<file path="src/rtl/display_value_counter_if.sv">
// Board-side signals of the 0..19 display value counter: raw keys and
// processor load in, registered count and status pulses out.
interface display_value_counter_if;
    logic       key_up;
    logic       key_down;
    logic       load;
    logic [4:0] load_val;
    logic [4:0] value;
    logic       wrap;
    logic       clamped;

    modport master (
        output key_up, key_down, load, load_val,
        input  value, wrap, clamped
    );

    modport slave (
        input  key_up, key_down, load, load_val,
        output value, wrap, clamped
    );
endinterface

</file>
<file path="src/rtl/display_value_counter.sv">
// Push-button up/down counter for the two-digit seven-segment path:
// synchronizes and debounces both keys, turns each debounced press into a
// single step, and keeps value in 0..MAX_VALUE with wrap and load clamping.
module display_value_counter #(
    parameter int unsigned DEBOUNCE_CYCLES = 500000,
    parameter int unsigned MAX_VALUE       = 19
) (
    input  logic                     clk,
    input  logic                     reset,
    display_value_counter_if.slave   bus
);

    localparam int unsigned   CW       = $clog2(DEBOUNCE_CYCLES + 1);
    // Last count before the stable level flips (D-th consecutive mismatch).
    localparam logic [CW-1:0] DEB_LAST = CW'(DEBOUNCE_CYCLES - 1);
    localparam logic [4:0]    MAX_V    = 5'(MAX_VALUE);

    // Bit 0 is the up key, bit 1 the down key throughout.
    logic [1:0]         raw_keys;
    logic [1:0]         meta_q, meta_d;
    logic [1:0]         sync_q, sync_d;
    logic [1:0]         stable_q, stable_d;
    logic [1:0]         stable_prev_q, stable_prev_d;
    logic [1:0]         ev_q, ev_d;
    logic [1:0][CW-1:0] cnt_q, cnt_d;
    logic [4:0]         value_q, value_d;
    logic               wrap_q, wrap_d;
    logic               clamped_q, clamped_d;

    assign raw_keys = {bus.key_down, bus.key_up};

    // Two-flop synchronizer stages per key.
    always_comb begin
        meta_d = raw_keys;
        sync_d = meta_q;
    end

    // Debounce: flip the stable level after DEBOUNCE_CYCLES consecutive mismatches.
    always_comb begin
        stable_d = stable_q;
        cnt_d    = '0;
        for (int unsigned i = 0; i < 2; i++) begin
            if (sync_q[i] != stable_q[i]) begin
                if (cnt_q[i] == DEB_LAST) begin
                    stable_d[i] = ~stable_q[i];
                end else begin
                    cnt_d[i] = cnt_q[i] + 1'b1;
                end
            end
        end
    end

    // Press detector: one-cycle event on a debounced 0->1 transition only.
    always_comb begin
        stable_prev_d = stable_q;
        ev_d          = stable_q & ~stable_prev_q;
    end

    // Value update: load beats key events, simultaneous events cancel.
    always_comb begin
        value_d   = value_q;
        wrap_d    = 1'b0;
        clamped_d = 1'b0;
        if (bus.load) begin
            if (bus.load_val > MAX_V) begin
                value_d   = MAX_V;
                clamped_d = 1'b1;
            end else begin
                value_d = bus.load_val;
            end
        end else if (ev_q == 2'b11) begin
            value_d = value_q;
        end else if (ev_q[0]) begin
            if (value_q >= MAX_V) begin
                value_d = '0;
                wrap_d  = 1'b1;
            end else begin
                value_d = value_q + 5'd1;
            end
        end else if (ev_q[1]) begin
            if (value_q == '0) begin
                value_d = MAX_V;
                wrap_d  = 1'b1;
            end else begin
                value_d = value_q - 5'd1;
            end
        end
    end

    // State register with synchronous reset; reset drops any pending debounce.
    always_ff @(posedge clk) begin
        if (reset) begin
            meta_q        <= '0;
            sync_q        <= '0;
            stable_q      <= '0;
            stable_prev_q <= '0;
            ev_q          <= '0;
            cnt_q         <= '0;
            value_q       <= '0;
            wrap_q        <= 1'b0;
            clamped_q     <= 1'b0;
        end else begin
            meta_q        <= meta_d;
            sync_q        <= sync_d;
            stable_q      <= stable_d;
            stable_prev_q <= stable_prev_d;
            ev_q          <= ev_d;
            cnt_q         <= cnt_d;
            value_q       <= value_d;
            wrap_q        <= wrap_d;
            clamped_q     <= clamped_d;
        end
    end

    assign bus.value   = value_q;
    assign bus.wrap    = wrap_q;
    assign bus.clamped = clamped_q;

endmodule

</file>
<file path="src/flat_wrapper.sv">
// flat-port wrapper written by rule: the top's interface ports become plain ports
module display_value_counter_flat 
#(
    parameter int unsigned DEBOUNCE_CYCLES = 500000,
    parameter int unsigned MAX_VALUE       = 19
)
  (clk, reset, bus_key_up, bus_key_down, bus_load, bus_load_val, bus_value, bus_wrap, bus_clamped);
  display_value_counter_if bus_i ();
  input  logic clk;
  input  logic reset;
  input wire logic [$bits(bus_i.key_up)-1:0] bus_key_up;
  input wire logic [$bits(bus_i.key_down)-1:0] bus_key_down;
  input wire logic [$bits(bus_i.load)-1:0] bus_load;
  input wire logic [$bits(bus_i.load_val)-1:0] bus_load_val;
  output wire logic [$bits(bus_i.value)-1:0] bus_value;
  output wire logic [$bits(bus_i.wrap)-1:0] bus_wrap;
  output wire logic [$bits(bus_i.clamped)-1:0] bus_clamped;
  assign bus_i.key_up = bus_key_up;
  assign bus_i.key_down = bus_key_down;
  assign bus_i.load = bus_load;
  assign bus_i.load_val = bus_load_val;
  assign bus_value = bus_i.value;
  assign bus_wrap = bus_i.wrap;
  assign bus_clamped = bus_i.clamped;
  display_value_counter #(.DEBOUNCE_CYCLES(DEBOUNCE_CYCLES), .MAX_VALUE(MAX_VALUE)) u_core (.clk(clk), .reset(reset), .bus(bus_i));
endmodule
</file>
<file path="config.mk">
export PLATFORM = sky130hd
export DESIGN_NAME = display_value_counter_flat
export DESIGN_NICKNAME = d
export VERILOG_FILES = /design/src/rtl/display_value_counter_if.sv /design/src/rtl/display_value_counter.sv /design/src/flat_wrapper.sv
export SDC_FILE = /design/constraint.sdc
export NUM_CORES = 1
export LEC_CHECK = 0
export ABC_CLOCK_PERIOD_IN_PS = 3960
export CELL_PAD_IN_SITES_DETAIL_PLACEMENT = 1
export CELL_PAD_IN_SITES_GLOBAL_PLACEMENT = 1
export CORE_MARGIN = 5
export CORE_UTILIZATION = 25
export CTS_CLUSTER_DIAMETER = 50
export DETAILED_ROUTE_END_ITERATION = 8
export GPL_TIMING_DRIVEN = 1
export MAX_ROUTING_LAYER = met4
export PLACE_DENSITY_LB_ADDON = 0.1
export SLEW_MARGIN = 30
export SYNTH_ARGS = -nofsm -noshare
export SYNTH_HDL_FRONTEND = slang
export SYNTH_SLANG_ARGS = --single-unit
</file>
<file path="constraint.sdc">
create_clock -name clk -period 3.96 [get_ports clk]
set_clock_uncertainty 0.1 [all_clocks]
set_input_delay 0.594 -clock clk [delete_from_list [all_inputs] [get_ports clk]]
set_output_delay 0.594 -clock clk [all_outputs]
set_load 0.01 [all_outputs]
</file>
# After elaboration in Yosys (flattened, before gate mapping)
# Index checks and enable logic that the tools add are counted.
# Widths: inputs -> output; s select.
# op_classes
n_addsub	4
order_cmp	2
n_eq_ne	6
muxes	12
bitwise_logic	7
n_reduce_logical	9
# ops
operator	n
$add 19x1->19 const B	2
$eq 19x19->1 const B	2
$mux 5	7
$reduce_or 3->1	3
$reduce_and 2->1	3
$add 5x1->5 const B	1
$ge 5x5->1 const B	1
$gt 5x5->1 const B	1
$logic_not 5->1	1
$mux 1	5
$not 1->1	5
$sub 5x1->5 const B	1
$reduce_bool 3->1	1
$and 2x2->2	1
$eq 2x2->1 const B	1
$ne 1x1->1	2
$ne 2x2->1 const B	1
$not 2->2	1
$reduce_or 2->1	1
# word_totals
register_bits	55
output_inout_bits	7
word_cells	51

# Logic depth before layout (Yosys ltp)
# depth
depth_word	6
ltp_mapped	6
mapped_depth_nobuf	6

# Least setup slack after synthesis
# OpenSTA, ideal clock, no wires.
# synth_path
path_kind	register to register
from	register u_core.value_q[0], in the netlist u_core.bus.value[0]
to	register u_core.value_q[1], in the netlist u_core.bus.value[1]
setup_time_ns	0.071
t_arrival_ns	1.680
required_ns	3.789
slack_ns	2.110
path_stages_with_launch	6
n_path_buf	0
synth_period_minus_slack_ns	1.850
cell_sequence	dfxtp_1 > ha_1 > a2111oi_2 > nor2_1 > or4_1 > a21oi_1
# synth_via
elab_chain_cells	6
elab_cells_between_ends	10
# synth_rtl
item	line_no	source
start: declaration	display_value_counter.sv:26	logic [4:0] value_q, value_d;
start signal: assignment	display_value_counter.sv:109	value_q <= value_d;
$sub 5x1->5 or $logic_not 5->1 (tied branches)	display_value_counter.sv:85, display_value_counter.sv:81	
$mux 5	display_value_counter.sv:81	if (value_q == '0) begin
$mux 5	display_value_counter.sv:80	end else if (ev_q[1]) begin
$mux 5 *	display_value_counter.sv:73	end else if (ev_q[0]) begin
$mux 5 *	display_value_counter.sv:71	end else if (ev_q == 2'b11) begin
$mux 5 *	display_value_counter.sv:64	if (bus.load) begin
# Every way passes the cells marked *; elsewhere a longest branch is shown, timed or not. The select of a mux whose other input is x is not followed.
# A chain may end at the register's enable or synchronous reset.

# Worst setup path in the final report
# layout_path
from	register u_core.cnt_q[0] in the netlist's numbering
to	register u_core.cnt_q[8] in the netlist's numbering
# layout_via
elab_chain_cells	2
elab_cells_between_ends	3
# layout_rtl
item	line_no	source
start: declaration	display_value_counter.sv:25	logic [1:0][CW-1:0] cnt_q, cnt_d;
start signal: assignment	display_value_counter.sv:108	cnt_q <= cnt_d;
parallel branches: the longest is 2 deep, another holds $add 19x1->19	--	
# Several ways; the timed one is not identified.

==> qor.yml <==
avgRoutedWirePerCell_um: 14.04
synth_area_um2: 2628
fin_crit_sh_pct: 56.48
dpl.cell_count: 453
final.setup.tns_ps: 0
num_vias: 2192
cts_resized: 0
hp-class: "reg -> reg"
leakage_nw: 0.8777
drc_errors: 0
r2r_start: "u_core.cnt_q[0]"
portBuffers: 16
crit_required_ps: 4030
worstHoldStart: "u_core.stable_prev_q[1]"
synth_cells: 309
hold_depth: 1
finalHoldViolCount: 0
cts_buffers: 5
cts.clk_slew.worst_paths_ps: 110
maxCapViolations: 0
path_class: "reg -> reg"
grt_pass1_vias: 2387
holdBufCountCts: 0
p_per_area_nw_per_um2: 326.4
gp_routability_congestion: 0.7229
cts_tree: "done"
r2r_end: "u_core.cnt_q[8]"
viasPerCell: 4.755
startpoint_type: "register"
htree_levels: 2
slowest_delay_ps: 720
drv_slew: 0
crit_start: "u_core.cnt_q[0]"
postPlaceCellArea_um2: 2932
grt_pass1_wl_mm: 11.33
cts_num_sinks: 55
path_max_fanout: 19
slew-limit-headroom_pct: 45.33
crit_path_top_delay_cell: "o21ai_2"
rsz0062_at_grt: "false"
die_area_um2: 12660
firstDrtPassIters: 4
overflow: 0
synth_seq_cells: 55
fp.coreArea_um2: 10280
setup_viol: 0
holdWs_ps: 296.2
cts_buffer_depth: 2
drt-initial-drc-count: 88
synthesis.area_per_instance_um2: 8.503
ys.warnings.count: 0
syn-num-nets: 323
track_usage_pct: 11.12
status: "complete, no violations"
final_area_um2: 3035
clock_latency_ps: 310
max_freq_mhz: 447.1
fin_cells: 461
dpl.hpwl_mm: 4.665
antenna_found_initial: 0
grt_max_degree: 20
nNetsFinal: 338
cts_setup_buffers: 0
max_slew.worst_pin.slew_ps: 820.0
syn2layout_area_growth_pct: 15.52
die_h_um: 112.5
wirelength_mm: 6.471
ant_nets: 0
drive_gt1_share_pct: 5.538
cp.arrival_ps: 2300
cts_root_buffer: "clkbuf_8"
initial_core_util_pct: 25.57
rows: 37
ir_worst_vdd_v: 0.0001175
ys_types: 50
seq_area_frac_synth_pct: 41.90
end_kind: "register"
whs_endpoint: "u_core.ev_q[1]"
total_power_mw: 0.9908
die_w_um: 112.5
diodes: 0
worstPathCellList: "ha_1, and4_1, nand3_1, o21ai_2, nor2_1"
n_fill_cell: 1239
reg2reg_slack_ps: 1720
ios: 17
final.min_clock_period_ps: 2237
reg2reg_depth: 5
[cells by family (layout without fill, tap and decap cells)]
logic type	after synthesis	count (layout)	synth area share, %
AND/OR/NAND/NOR	150	150	31.05
flip-flops	55	55	41.90
AO/OA/AOI/OAI	43	43	10.71
XOR/XNOR	31	31	10.33
buffers and inverters	25	41	3.714
adder cells (fa/ha/maj)	4	4	1.905
multiplexers	1	1	0.3810
[power breakdown]
| part | total (mW) | internal [mW] | switching [mW] |
|---|---|---|---|
| Combinational | 0.0661 | 0.0335 | 0.0326 |
| Clock | 0.353 | 0.160 | 0.194 |
| Sequential | 0.571 | 0.559 | 0.0120 |
| Total | 0.991 | 0.753 | 0.238 |
[sequential cells by signal, indices dropped and copies added (netlist names), 2 cells and up]
name,cells
u_core.ev_q,2
u_core.meta_q,2
u_core.sync_q,2
u_core.cnt_q,38
u_core.stable_prev_q,2
u_core.stable_prev_d,2
u_core.bus.value,5
[area by class of cell]
class / instances / area [um^2] / share of cell area [%]
clock inverter: 1 / 7.507 / 0.2473
inverter: 15 / 56.30 / 1.855
timing repair buffer: 18 / 175.2 / 5.771
sequential: 55 / 1101 / 36.27
clock buffer: 7 / 96.34 / 3.174
multi-input combinational: 229 / 1429 / 47.07
tap: 136 / 170.2 / 5.606
[Yosys cell counts (all sizes together)]
| master | n | area, um^2 |
|---|---|---|
| a211oi | 1 | 7.510 |
| a211o | 1 | 8.760 |
| nand3b | 1 | 7.510 |
| o21ai | 13 | 68.81 |
| and4 | 1 | 8.760 |
| ha | 4 | 50.05 |
| mux2i | 1 | 10.01 |
| inv | 15 | 56.30 |
| nand3 | 20 | 105.1 |
| a21o | 1 | 7.510 |
| o31ai | 3 | 22.52 |
| or3 | 7 | 48.80 |
| clkbuf | 6 | 22.52 |
| dfxtp | 55 | 1101 |
| a31oi | 2 | 12.51 |
| nand4b | 1 | 8.760 |
| nand2 | 15 | 56.30 |
| or2 | 4 | 25.02 |
| buf | 4 | 18.76 |
| o41ai | 2 | 17.52 |
| nor4 | 7 | 50.05 |
| xor2 | 6 | 52.55 |
| a22oi | 1 | 7.510 |
| a221o | 1 | 10.01 |
| nor2 | 43 | 161.4 |
| nand2b | 3 | 18.77 |
| nor2b | 10 | 62.56 |
| nor4b | 5 | 50.04 |
| or4 | 3 | 22.52 |
| o211ai | 2 | 15.01 |
| xnor2 | 25 | 219.0 |
| o21a | 1 | 7.510 |
| and2 | 1 | 6.260 |
| nand4 | 7 | 56.30 |
| a21oi | 11 | 55.05 |
| and3 | 2 | 12.51 |
| nor3 | 16 | 80.08 |
| a2111oi | 1 | 15.01 |
| nor3b | 2 | 15.01 |
| a221oi | 2 | 17.52 |
| and4b | 2 | 20.02 |
| o31a | 1 | 8.760 |
[worst max-delay path: cells and delay by family (launching register included)]
family	cells	cell delay (ps)
AOI/OAI and AO/OA	1	720
adders and majority gates	1	260
DFF	1	420
and+or+nand+nor	3	600
[cells in the final DEF, fill, tap and decap left out, types with 4 or more instances in the layout]
cell             synthesis  layout
o21ai_0                 11      11
nand4_1                  5       5
clkdlybuf4s50_1          0      16
inv_1                   15      15
xor2_1                   6       6
nor2_1                  43      43
or2_1                    4       4
ha_1                     4       4
clkbuf_8                 0       7
nor4b_1                  4       4
nand2_1                 15      15
nand3_1                 19      19
nor4_1                   6       6
or3_1                    6       6
nor3_1                  16      16
nor2b_1                 10      10
dfxtp_1                 55      55
xnor2_1                 25      25
a21oi_1                 11      11
[stage by stage]
| stage | setup WS [ps] | utilization [%] |
|---|---|---|
| finish | 1723 | 29.53 |
| global route | 1372 | 29.53 |
| CTS | 1650 | 29.53 |
| detailed placement | 1608 | 28.52 |
| global placement | 1616 | 28.52 |
| floorplan | 2110 | - |
[worst max path at each step]
stage                                     end  slack [ps]  cells past startpoint
after detailed placement  u_core.bus.value[1]        1610                      4
final                         u_core.cnt_q[8]        1720                      5
after global routing          u_core.cnt_q[8]        1370                      5
after global placement    u_core.bus.value[1]        1620                      4
after CTS                     u_core.cnt_q[8]        1650                      5
after floorplan           u_core.bus.value[1]        2110                      5
[routing by layer]
layer,part of all wire (%),track usage (%)
met4,1.1,3.365
met2,46,17.76
met1,51,14.12
met3,2.2,2.372
met5,0,-
(Power assumes the default switching activity.)
